===== src/rtl/code_pkg.sv =====
// Shared definitions for the pseudo-random code path: code width, code type
// and the capture FSM state encoding.
package code_pkg;

    // Width of one code as produced by the LFSR generator's code output.
    localparam int CODE_W = 4;

    typedef logic [CODE_W-1:0] code_t;

    typedef enum logic {
        IDLE = 1'b0,
        FILL = 1'b1
    } fill_state_t;

endpackage


===== src/rtl/code_fifo_mem.sv =====
// Code storage for the buffer FIFO: DEPTH x CODE_W register array with one
// synchronous write port and one asynchronous read port. Contents are never
// cleared; validity is tracked by the owner's count.
module code_fifo_mem #(
    parameter int DEPTH  = 8,
    parameter int CODE_W = 4,
    localparam int AW    = $clog2(DEPTH)
) (
    input  logic              clk,
    input  logic              we,
    input  logic [AW-1:0]     waddr,
    input  logic [CODE_W-1:0] wdata,
    input  logic [AW-1:0]     raddr,
    output logic [CODE_W-1:0] rdata
);

    logic [CODE_W-1:0] mem_q [DEPTH];

    // Write one code per cycle when enabled.
    always_ff @(posedge clk) begin
        if (we) begin
            mem_q[waddr] <= wdata;
        end
    end

    assign rdata = mem_q[raddr];

endmodule


===== src/rtl/code_buffer_fifo.sv =====
// Buffers codes from the free-running pseudo-random generator so that a
// downstream consumer can take them at its own pace. Codes are captured one
// per cycle while sample is high, or as a burst (FILL state) until full, and
// presented show-ahead over a valid/ready handshake.
module code_buffer_fifo
    import code_pkg::*;
#(
    parameter int DEPTH  = 8,
    parameter int CODE_W = code_pkg::CODE_W,
    localparam int PTR_W = $clog2(DEPTH),
    localparam int CNT_W = $clog2(DEPTH + 1)
) (
    input  logic              clk,
    input  logic              preset,
    input  logic [CODE_W-1:0] code_in,
    input  logic              sample,
    input  logic              fill,
    output logic [CODE_W-1:0] out_code,
    output logic              out_valid,
    input  logic              out_ready,
    output logic [CNT_W-1:0]  count,
    output logic              full,
    output logic              empty,
    output logic              busy,
    output logic              overflow
);

    localparam logic [CNT_W-1:0] FULL_CNT = CNT_W'(DEPTH);

    fill_state_t       state_q, state_d;
    logic [PTR_W-1:0]  wr_ptr_q, wr_ptr_d;
    logic [PTR_W-1:0]  rd_ptr_q, rd_ptr_d;
    logic [CNT_W-1:0]  count_q, count_d;
    logic              overflow_q, overflow_d;
    logic              push;
    logic              pop;
    logic [CODE_W-1:0] rd_data;

    assign full      = (count_q == FULL_CNT);
    assign empty     = (count_q == '0);
    assign out_valid = !empty;
    assign busy      = (state_q == FILL);
    assign count     = count_q;
    assign overflow  = overflow_q;

    // A full FIFO rejects every push, even when a pop frees a slot this cycle.
    assign push = !full && (((state_q == IDLE) && sample) || (state_q == FILL));
    assign pop  = out_valid && out_ready;

    // Storage contents survive reset, so gate the head with out_valid to show 0.
    assign out_code = out_valid ? rd_data : '0;

    code_fifo_mem #(
        .DEPTH  (DEPTH),
        .CODE_W (CODE_W)
    ) u_mem (
        .clk   (clk),
        .we    (push && !preset),
        .waddr (wr_ptr_q),
        .wdata (code_in),
        .raddr (rd_ptr_q),
        .rdata (rd_data)
    );

    // Next-state for pointers, occupancy and the sticky overflow flag.
    always_comb begin
        wr_ptr_d   = wr_ptr_q;
        rd_ptr_d   = rd_ptr_q;
        count_d    = count_q;
        overflow_d = overflow_q;
        if (push) begin
            wr_ptr_d = wr_ptr_q + 1'b1;
        end
        if (pop) begin
            rd_ptr_d = rd_ptr_q + 1'b1;
        end
        case ({push, pop})
            2'b10:   count_d = count_q + 1'b1;
            2'b01:   count_d = count_q - 1'b1;
            default: count_d = count_q;
        endcase
        // A capture request (single sample or burst start) hitting a full FIFO.
        if ((state_q == IDLE) && full && (sample || fill)) begin
            overflow_d = 1'b1;
        end
    end

    // Capture FSM: leave FILL on the push that makes the FIFO full, or at once if full.
    always_comb begin
        state_d = state_q;
        case (state_q)
            IDLE: begin
                if (fill && !full) begin
                    state_d = FILL;
                end
            end
            FILL: begin
                if (full || (count_d == FULL_CNT)) begin
                    state_d = IDLE;
                end
            end
            default: state_d = IDLE;
        endcase
    end

    // State register; reset abandons all buffered contents.
    always_ff @(posedge clk) begin
        if (preset) begin
            state_q    <= IDLE;
            wr_ptr_q   <= '0;
            rd_ptr_q   <= '0;
            count_q    <= '0;
            overflow_q <= 1'b0;
        end else begin
            state_q    <= state_d;
            wr_ptr_q   <= wr_ptr_d;
            rd_ptr_q   <= rd_ptr_d;
            count_q    <= count_d;
            overflow_q <= overflow_d;
        end
    end

endmodule


===== config.mk =====
export PLATFORM = sky130hd
export DESIGN_NAME = code_buffer_fifo
export DESIGN_NICKNAME = d
export VERILOG_FILES = /design/src/rtl/code_pkg.sv /design/src/rtl/code_fifo_mem.sv /design/src/rtl/code_buffer_fifo.sv
export SDC_FILE = /design/constraint.sdc
export NUM_CORES = 1
export LEC_CHECK = 0
export ABC_CLOCK_PERIOD_IN_PS = 3250
export CAP_MARGIN = 5
export CORE_ASPECT_RATIO = 0.6
export CORE_MARGIN = 2
export CORE_UTILIZATION = 31
export CTS_BUF_LIST = sky130_fd_sc_hd__clkbuf_2 sky130_fd_sc_hd__clkbuf_4 sky130_fd_sc_hd__clkbuf_8
export DETAILED_ROUTE_END_ITERATION = 10
export PLACE_DENSITY_LB_ADDON = 0.08
export SLEW_MARGIN = 5
export SYNTH_ARGS = -nofsm -noshare
export SYNTH_HDL_FRONTEND = slang
export SYNTH_SLANG_ARGS = --single-unit
export TNS_END_PERCENT = 1

===== constraint.sdc =====
create_clock -name clk -period 3.25 [get_ports clk]
set_input_delay 0.8125 -clock clk [delete_from_list [all_inputs] [get_ports clk]]
set_output_delay 0.8125 -clock clk [all_outputs]
set_load 0.005 [all_outputs]

## Word level (Yosys, flattened, before mapping)

Memories as Yosys holds them, arrays and structs flattened. A register that Yosys moved wholly into a read port is not among the register bits.
Index checks and enable logic that the tools add are counted.

- Reductions and logical operators: 14
- Equality and inequality tests: 4
- Muxes and demuxes: 9
- Add/subtract/negate cells: 4
- Bitwise logic cells: 1

Operators with widths:

| operator | number |
|---|---|
| $eq 4x4->1 const B | 2 |
| $pmux 4 s2 | 1 |
| $logic_and 1x1->1 | 7 |
| $add 3x1->3 const B | 2 |
| $mux 3 | 2 |
| $add 4x1->4 const B | 1 |
| $logic_not 4->1 | 1 |
| $mux 1 | 4 |
| $mux 4 | 1 |
| $sub 4x1->4 const B | 1 |
| $logic_not 1->1 | 3 |
| $logic_or 1x1->1 | 3 |
| $eq 2x1->1 const B | 1 |
| $eq 2x2->1 const B | 1 |
| $pmux 1 s2 | 1 |
| $not 1->1 | 1 |

- Memories: 1
- Flip-flop bits (word level): 12
- Word-level logic and storage cells: 38
- RAM bits: 32

Memory list:

| name | depth | width | read ports | clocked after memory_dff | wr ports | RTL line | RTL |
|---|---|---|---|---|---|---|---|
| u_mem.mem_q | 8 | 4 | 1 | 1 | 1 | code_fifo_mem.sv:17 | `logic [CODE_W-1:0] mem_q [DEPTH];` |

## Longest topological paths before layout

Gate-level depths: netlist (run 1).

- Word-level depth: 10
- Mapped depth: 13
- Gate-level depth less buffers: 12

## Hierarchy

Synthesis (run 1) repeated with hierarchy kept, for this count alone.

- Cell total of the unflattened synthesis: 139
- Area total of the unflattened synthesis: 1990.7 um2

Modules (own cells, without submodules):

| module | area an instance (um2) | cells each | sequential area each (um2) | times used |
|---|---|---|---|---|
| code_fifo_mem | 1290.0 | 59 | 960.9 | 1 |
| code_buffer_fifo | 700.7 | 80 | 240.2 | 1 |

## Worst setup path before layout (run 1)

OpenSTA, ideal clock, no wires.

- Kind: reg2reg
- Start point: reg count_q[1], in the netlist count[1]
- End point: reg state_q, in the netlist busy
- Arrival time: 2.323 ns
- Path buffers: 1
- Slack: 0.836 ns
- Library setup time: 0.091 ns
- Cell stages (with the launch flop): 13
- Path through: dfxtp_1 > buf_6 > or4b_4 > o21a_4 > clkinv_4 > ha_1 > xor2_1 > ha_1 > a21oi_1 > xor2_1 > nor2_1 > xnor2_1 > a311oi_1

- Longest elaborated chain between the ends: 9

RTL lines:

| what | RTL line | RTL |
|---|---|---|
| from (decl) | code_buffer_fifo.sv:33 | `logic [CNT_W-1:0] count_q, count_d;` |
| from (signal assigned) | code_buffer_fifo.sv:118 | `count_q <= count_d;` |
| $eq 4x4->1 or $logic_not 4->1 (tied branches) | code_buffer_fifo.sv:39, code_buffer_fifo.sv:40 |  |
| $logic_not 1->1, on equally long branches | code_buffer_fifo.sv:47, code_buffer_fifo.sv:93, code_buffer_fifo.sv:41 |  |
| $logic_and 1x1->1, on equally long branches | code_buffer_fifo.sv:47, code_buffer_fifo.sv:48 |  |
| $eq 2x1->1 or $eq 2x2->1 (tied branches) | code_buffer_fifo.sv:77 | `case ({push, pop})` |
| $pmux 4 s2 | code_buffer_fifo.sv:77 |  |
| $eq 4x4->1 | code_buffer_fifo.sv:98 | `if (full \|\| (count_d == FULL_CNT)) begin` |
| $logic_or 1x1->1 | code_buffer_fifo.sv:98 |  |
| $mux 1 | code_buffer_fifo.sv:98 |  |
| $pmux 1 s2 (*) | code_buffer_fifo.sv:91 | `case (state_q)` |
| to (signal assigned) | code_buffer_fifo.sv:115 | `state_q <= state_d;` |
| to (decl) | code_buffer_fifo.sv:30 | `fill_state_t state_q, state_d;` |

Mark *: on every way between the ends. The rest lies on a longest branch, timed or not.
A chain may end at the register's enable or synchronous reset.

==> impl_metrics.yaml, run 1 <==
grt:
  grt_max_degree: 16
  antenna_found_initial: 0
  track_usage_pct: 12.5
  grt_overflow: 0
  grt_pass1_vias: 1196
  grt_pass1_wl_mm: 6.38
synthesis:
  synth_area_leaders: "edfxtp_1, dfxtp_1, mux4_2, nor2_1, ha_1"
  synth_top_cell_by_area: "edfxtp_1"
  netlist_area_mm2: 0.00200
  synth.net_count: 155
  ys_async_sr_fraction_pct: 0
  synthCells: 141
  yosysTopAreaCellShare_pct: 48.2
  yosys_warnings: 0
  ys_seq_area_share_pct: 63.2
  synth_edf_count: 32
  synth_ff_type: "edfxtp_1"
  ys_seq_elements: 47
  synth.distinct_cells: 33
  syn_avg_cell_area_um2: 14.2
clocking:
  ctsHoldBuffers: 0
  cts_max_path_buffers: 2
  cts_resized: 0
  path_clk_slew_ps: 90
  cts_buffers: 5
  clk_latency_ps: 300
  cts_setup_buffers: 0
  htreeDepth: 2
  cts.sinks: 47
  tritoncts: "built"
  cts-root-buf: "clkbuf_8"
worst_hold_path:
  hp-class: "flop to flop"
  min_path_cells: 2
  holdCritStartpoint: "rd_ptr_q[1]"
timing:
  setup-tns-final_ps: 0
  relSlewSlack_pct: 64.1
  finalCriticalPeriod_ps: 2820
  fmax_mhz: 355
  fin_skew_ps: 9.15
  drv_slew: 0
  setup_violations: 0
  final_hold_viol_count: 0
  post-route-period-util_pct: 86.7
  tightest_slew_ps: 537
  grt_setup_unrepaired: "false"
pwr:
  power_density_mw_per_mm2: 759
  p_leak_nw: 0.856
  ir_drop_mv: 0.269
critical_path:
  r2r-end: "busy"
  arrival_ps: 2010
  cp_max_fo: 8
  path_class: "flop to output pin"
  r2r_slack_ps: 610
  cp-end-kind: "output pin"
  timing.rr.start: "count[1]"
  crit_chain: "buf_4 -> mux4_2 -> mux2i_1 -> nor2_1 -> clkdlybuf4s50_1"
  start_kind: "flop"
  cpMaxStageDelayCell: "mux4_2"
  crit_required_ps: 2440
  slowest_delay_ps: 530
  r2r_cells: 11
layout:
  fin_area_mm2: 0.00244
  fillers: 611
  fin_nets: 184
  diodes: 0
  drive_above_1_share_pct: 17.5
  syn_to_final_growth_pct: 22.4
  fin_util_pct: 39.6
drt:
  drcViolationCount: 0
  dr.pass1.iters: 4
  ant_nets: 0
  routed-via-count: 1197
  wire_per_inst_um: 15.8
  drt_iter0_markers: 47
  viasPerCell: 4.69
  routed_wl_mm: 4.02
status:
  run_status: "completed"
floorplanning:
  die_w_um: 108
  coreArea_mm2: 0.00617
  initial_utilization_pct: 32.4
  die_y_um: 66.2
  rows: 22
  die-area_mm2: 0.00712
  num_io_pins: 22
job:
  drv_cap: 0
place:
  post-dp-hpwl_mm: 2.98
  place_congestion: 0.755
  dpl_cell_area_mm2: 0.00233
  port_buffers: 21
placed cells by master (no fill, tap or decap), drive strengths merged, types with 2 or more instances in the layout:
master	Yosys	routed
nand2	9	9
nor3	5	5
dfxtp	15	15
ha	5	5
nand3	3	3
nor2b	2	2
buf	2	7
nor2	22	22
inv	3	4
mux4	8	8
edfxtp	32	32
xnor2	2	2
a21oi	4	4
xor2	7	7
clkbuf	4	5
mux2i	5	5
clkdlybuf4s50	0	21
clkinv	1	2
critical path, delay by kind of cell, from the launching register on:
kind / cells / cell delay (ps)
simple gates: 1 / 60
flops: 1 / 320
buf+inv: 2 / 650
mux: 2 / 670
through the flow:
stage                     hold WS [ps]  setup slack, ps  std cells  total power [mW]
after global routing               513              305        255              1.98
after global placement             454              267        247              1.45
after floorplan                    454              836        141              1.17
after CTS                          489              387        255              1.88
after detailed placement           469              176        247              1.45
final                              484              432        255              1.85
logic make-up after synthesis:
kind of cell	count (synthesis)	share of synthesized area (%)
xor+xnor	9	4.33
fa+ha+maj	5	3.13
flops	47	63.2
mux	13	11.5
compound gates	10	3.89
simple gates	47	11.3
buf+inv	10	2.57
state kept, by name, summed over array words and instances, names as in the netlist, named ones only:
signal and cells:
busy 1, overflow 1, rd_ptr_q 3, wr_ptr_q 3, count 4, u_mem.mem_q 32
final cells by class:
class / count / area, um2 / share of cell area [%]
sequential: 47 / 1260 / 51.6
multi-input combinational: 84 / 683 / 28.0
timing repair buffer: 28 / 263 / 10.8
tap: 84 / 105 / 4.30
clock buffer: 5 / 68.8 / 2.82
clock inverter: 3 / 42.5 / 1.74
inverter: 4 / 20.0 / 0.819
worst max path at each step:
stage	from	end	slack (ps)	cells after the start
global route	count[1]	out_code[1]	300	5
CTS	flop	out_code[3]	390	5
finish	flop	out_code[2]	430	5
floorplan	count[1]	busy	840	12
global placement	sample	busy	270	11
detailed placement	sample	busy	180	11
metal layers:
metal	share of wire [%]	vias to the layer above	track usage, %
li1	-	574	-
met1	53	602	18.6
met3	3.4	5	3.65
met5	0	-	0
met4	0.80	0	3.37
met2	42	16	17.8
cells in the mapped netlist, types with 2 or more instances:
cell type / count
nand2_2: 2
nor3_1: 5
dfxtp_1: 15
nor2b_1: 2
mux2i_1: 5
clkbuf_1: 4
inv_1: 3
nor2_1: 22
a21oi_1: 3
nand3_1: 3
edfxtp_1: 32
xor2_1: 6
ha_1: 5
xnor2_1: 2
nand2_1: 7
mux4_2: 8
power breakdown:
part / switching (mW) / internal (mW)
combinational: 0.292 / 0.355
clock: 0.196 / 0.229
sequential: 0.0771 / 0.706
Power figures use the tool's default switching activity.
==> run 2, diff against run 1 <==
Settings changed: CORE_MARGIN 2 to not set, CORE_UTILIZATION 31 to 45.
==> run 2 against run 1 <==
  * Critical path depth did not move
  * Sequential power barely moved
  * Combinational power about the same
  * Largest cell class unchanged
  * Largest power group unchanged
==> impl_metrics.yaml, run 2 (synthesis gave the netlist of run 1 again) <==
status:
  run_status: "completed"
timing:
  tightest_slew_ps: 499
  final_hold_viol_count: 0
  setup-tns-final_ps: 0
  relSlewSlack_pct: 66.6
  finalCriticalPeriod_ps: 2830
  grt_setup_unrepaired: "false"
  fin_skew_ps: 10.6
  fmax_mhz: 353
  drv_slew: 0
  setup_violations: 0
  post-route-period-util_pct: 87.1
drt:
  routed-via-count: 1193
  ant_nets: 0
  drt_iter0_markers: 134
  dr.pass1.iters: 4
  wire_per_inst_um: 16.4
  routed_wl_mm: 3.79
  drcViolationCount: 0
  viasPerCell: 5.16
worst_hold_path:
  hp-class: "flop to flop"
  holdCritStartpoint: "overflow"
clocking:
  ctsHoldBuffers: 0
  cts_buffers: 5
  clk_latency_ps: 290
  cts-root-buf: "clkbuf_8"
  cts_max_path_buffers: 2
  htreeDepth: 2
  cts_resized: 0
  cts_setup_buffers: 0
  cts.sinks: 47
  tritoncts: "built"
  path_clk_slew_ps: 90
critical_path:
  timing.rr.start: "count[1]"
  crit_start: "count[1]"
  cp_max_fo: 9
  cp-end-kind: "output pin"
  arrival_ps: 2020
  path_class: "flop to output pin"
  cpMaxStageDelayCell: "dfxtp_1"
  crit_chain: "nor3_1 -> nand2b_1 -> inv_1 -> nor2_1 -> clkdlybuf4s50_1"
  slowest_delay_ps: 550
  start_kind: "flop"
  crit_required_ps: 2440
floorplanning:
  num_io_pins: 22
  die-area_mm2: 0.00471
  die_y_um: 53.6
  die_w_um: 88.0
  initial_utilization_pct: 47.6
  coreArea_mm2: 0.00419
  rows: 18
pwr:
  ir_drop_mv: 0.310
  power_mw: 1.86
  p_leak_nw: 0.858
  intPower_mw: 1.29
  p_seq_share_pct: 42.3
  p_clk_share_pct: 22.9
  combPwrFrac_pct: 34.8
  switching_power_mw: 0.563
  netSwitchingFraction_pct: 30.3
  power_density_mw_per_mm2: 768
grt:
  antenna_found_initial: 0
  grt_overflow: 0
  track_usage_pct: 18.8
  grt_pass1_vias: 1178
  grt_max_degree: 17
  grt_pass1_wl_mm: 6.11
layout:
  regMostFlops: "u_mem.mem_q"
  largest_register_ffs: 32
  diodes: 0
  mostFrequentLayoutCells: "edfxtp_1, nor2_1, clkdlybuf4s50_1"
  drive_above_1_share_pct: 18.1
  layout_commonest_cell: "edfxtp_1"
  fin_nets: 184
  fillers: 355
  syn_to_final_growth_pct: 21.1
place:
  place_congestion: 0.784
  post-dp-hpwl_mm: 2.84
  port_buffers: 21
job:
  drv_cap: 0
[run 2: cell count changes in the layout (fill, tap and decap cells not counted)]
cell,previous run,this run
clkinv_1,1,0
inv_4,0,1
[run 2: metrics by stage]
stage | hold WS, ps | cells | area [um2] | util, % | setup WS [ps]
finish | 493 | 231 | 2420 | 57.7 | 419
global route | 530 | 231 | 2420 | 57.7 | 276
CTS | 499 | 231 | 2420 | 57.7 | 413
detailed placement | 474 | 223 | 2300 | 55.0 | 219
global placement | 454 | 223 | 2300 | 55.0 | 276
floorplan | 454 | 141 | 2000 | - | 836
[run 2: area by class of cell]
cell class	count	area, um2	area share, %
clock buffers	5	68.8	2.85
flip-flops and latches	47	1260	52.2
inverters	4	20.0	0.829
multi-input cells	84	683	28.3
clock inverters	3	45.0	1.86
repair buffers	28	263	10.9
well taps	60	75.1	3.11
[run 2: power groups by stage]
stage | Clock, mW | Sequential [mW] | Combinational, mW
after floorplan | 0 | 0.764 | 0.406
after global placement | 0 | 0.792 | 0.641
after detailed placement | 0 | 0.796 | 0.648
after CTS | 0.441 | 0.782 | 0.651
after global routing | 0.465 | 0.795 | 0.716
final | 0.426 | 0.784 | 0.646
[run 2: worst max-delay path: cells and delay by family (launching register included)]
family / cells / cell delay (ps)
buffers and inverters: 2 / 700
flip-flops: 1 / 550
AND/OR/NAND/NOR: 3 / 490
[run 2: per-layer routing]
| metal | vias up | share of wire [%] | GRT usage, % |
|---|---|---|---|
| li1 | 577 | - | - |
| met1 | 592 | 55 | 28.3 |
| met2 | 20 | 42 | 26.7 |
| met3 | 4 | 2.1 | 5.06 |
| met4 | 0 | 0.90 | 4.92 |
| met5 | - | 0 | 0 |
[run 2: worst paths after layout]
kind                                    end  slack [ps]  depth (start not counted)
worst max-delay path            out_code[0]         420                          5
worst min-delay path               overflow         490                          2
worst max register to register         busy         610                         12
worst min register to register     overflow         490                          2
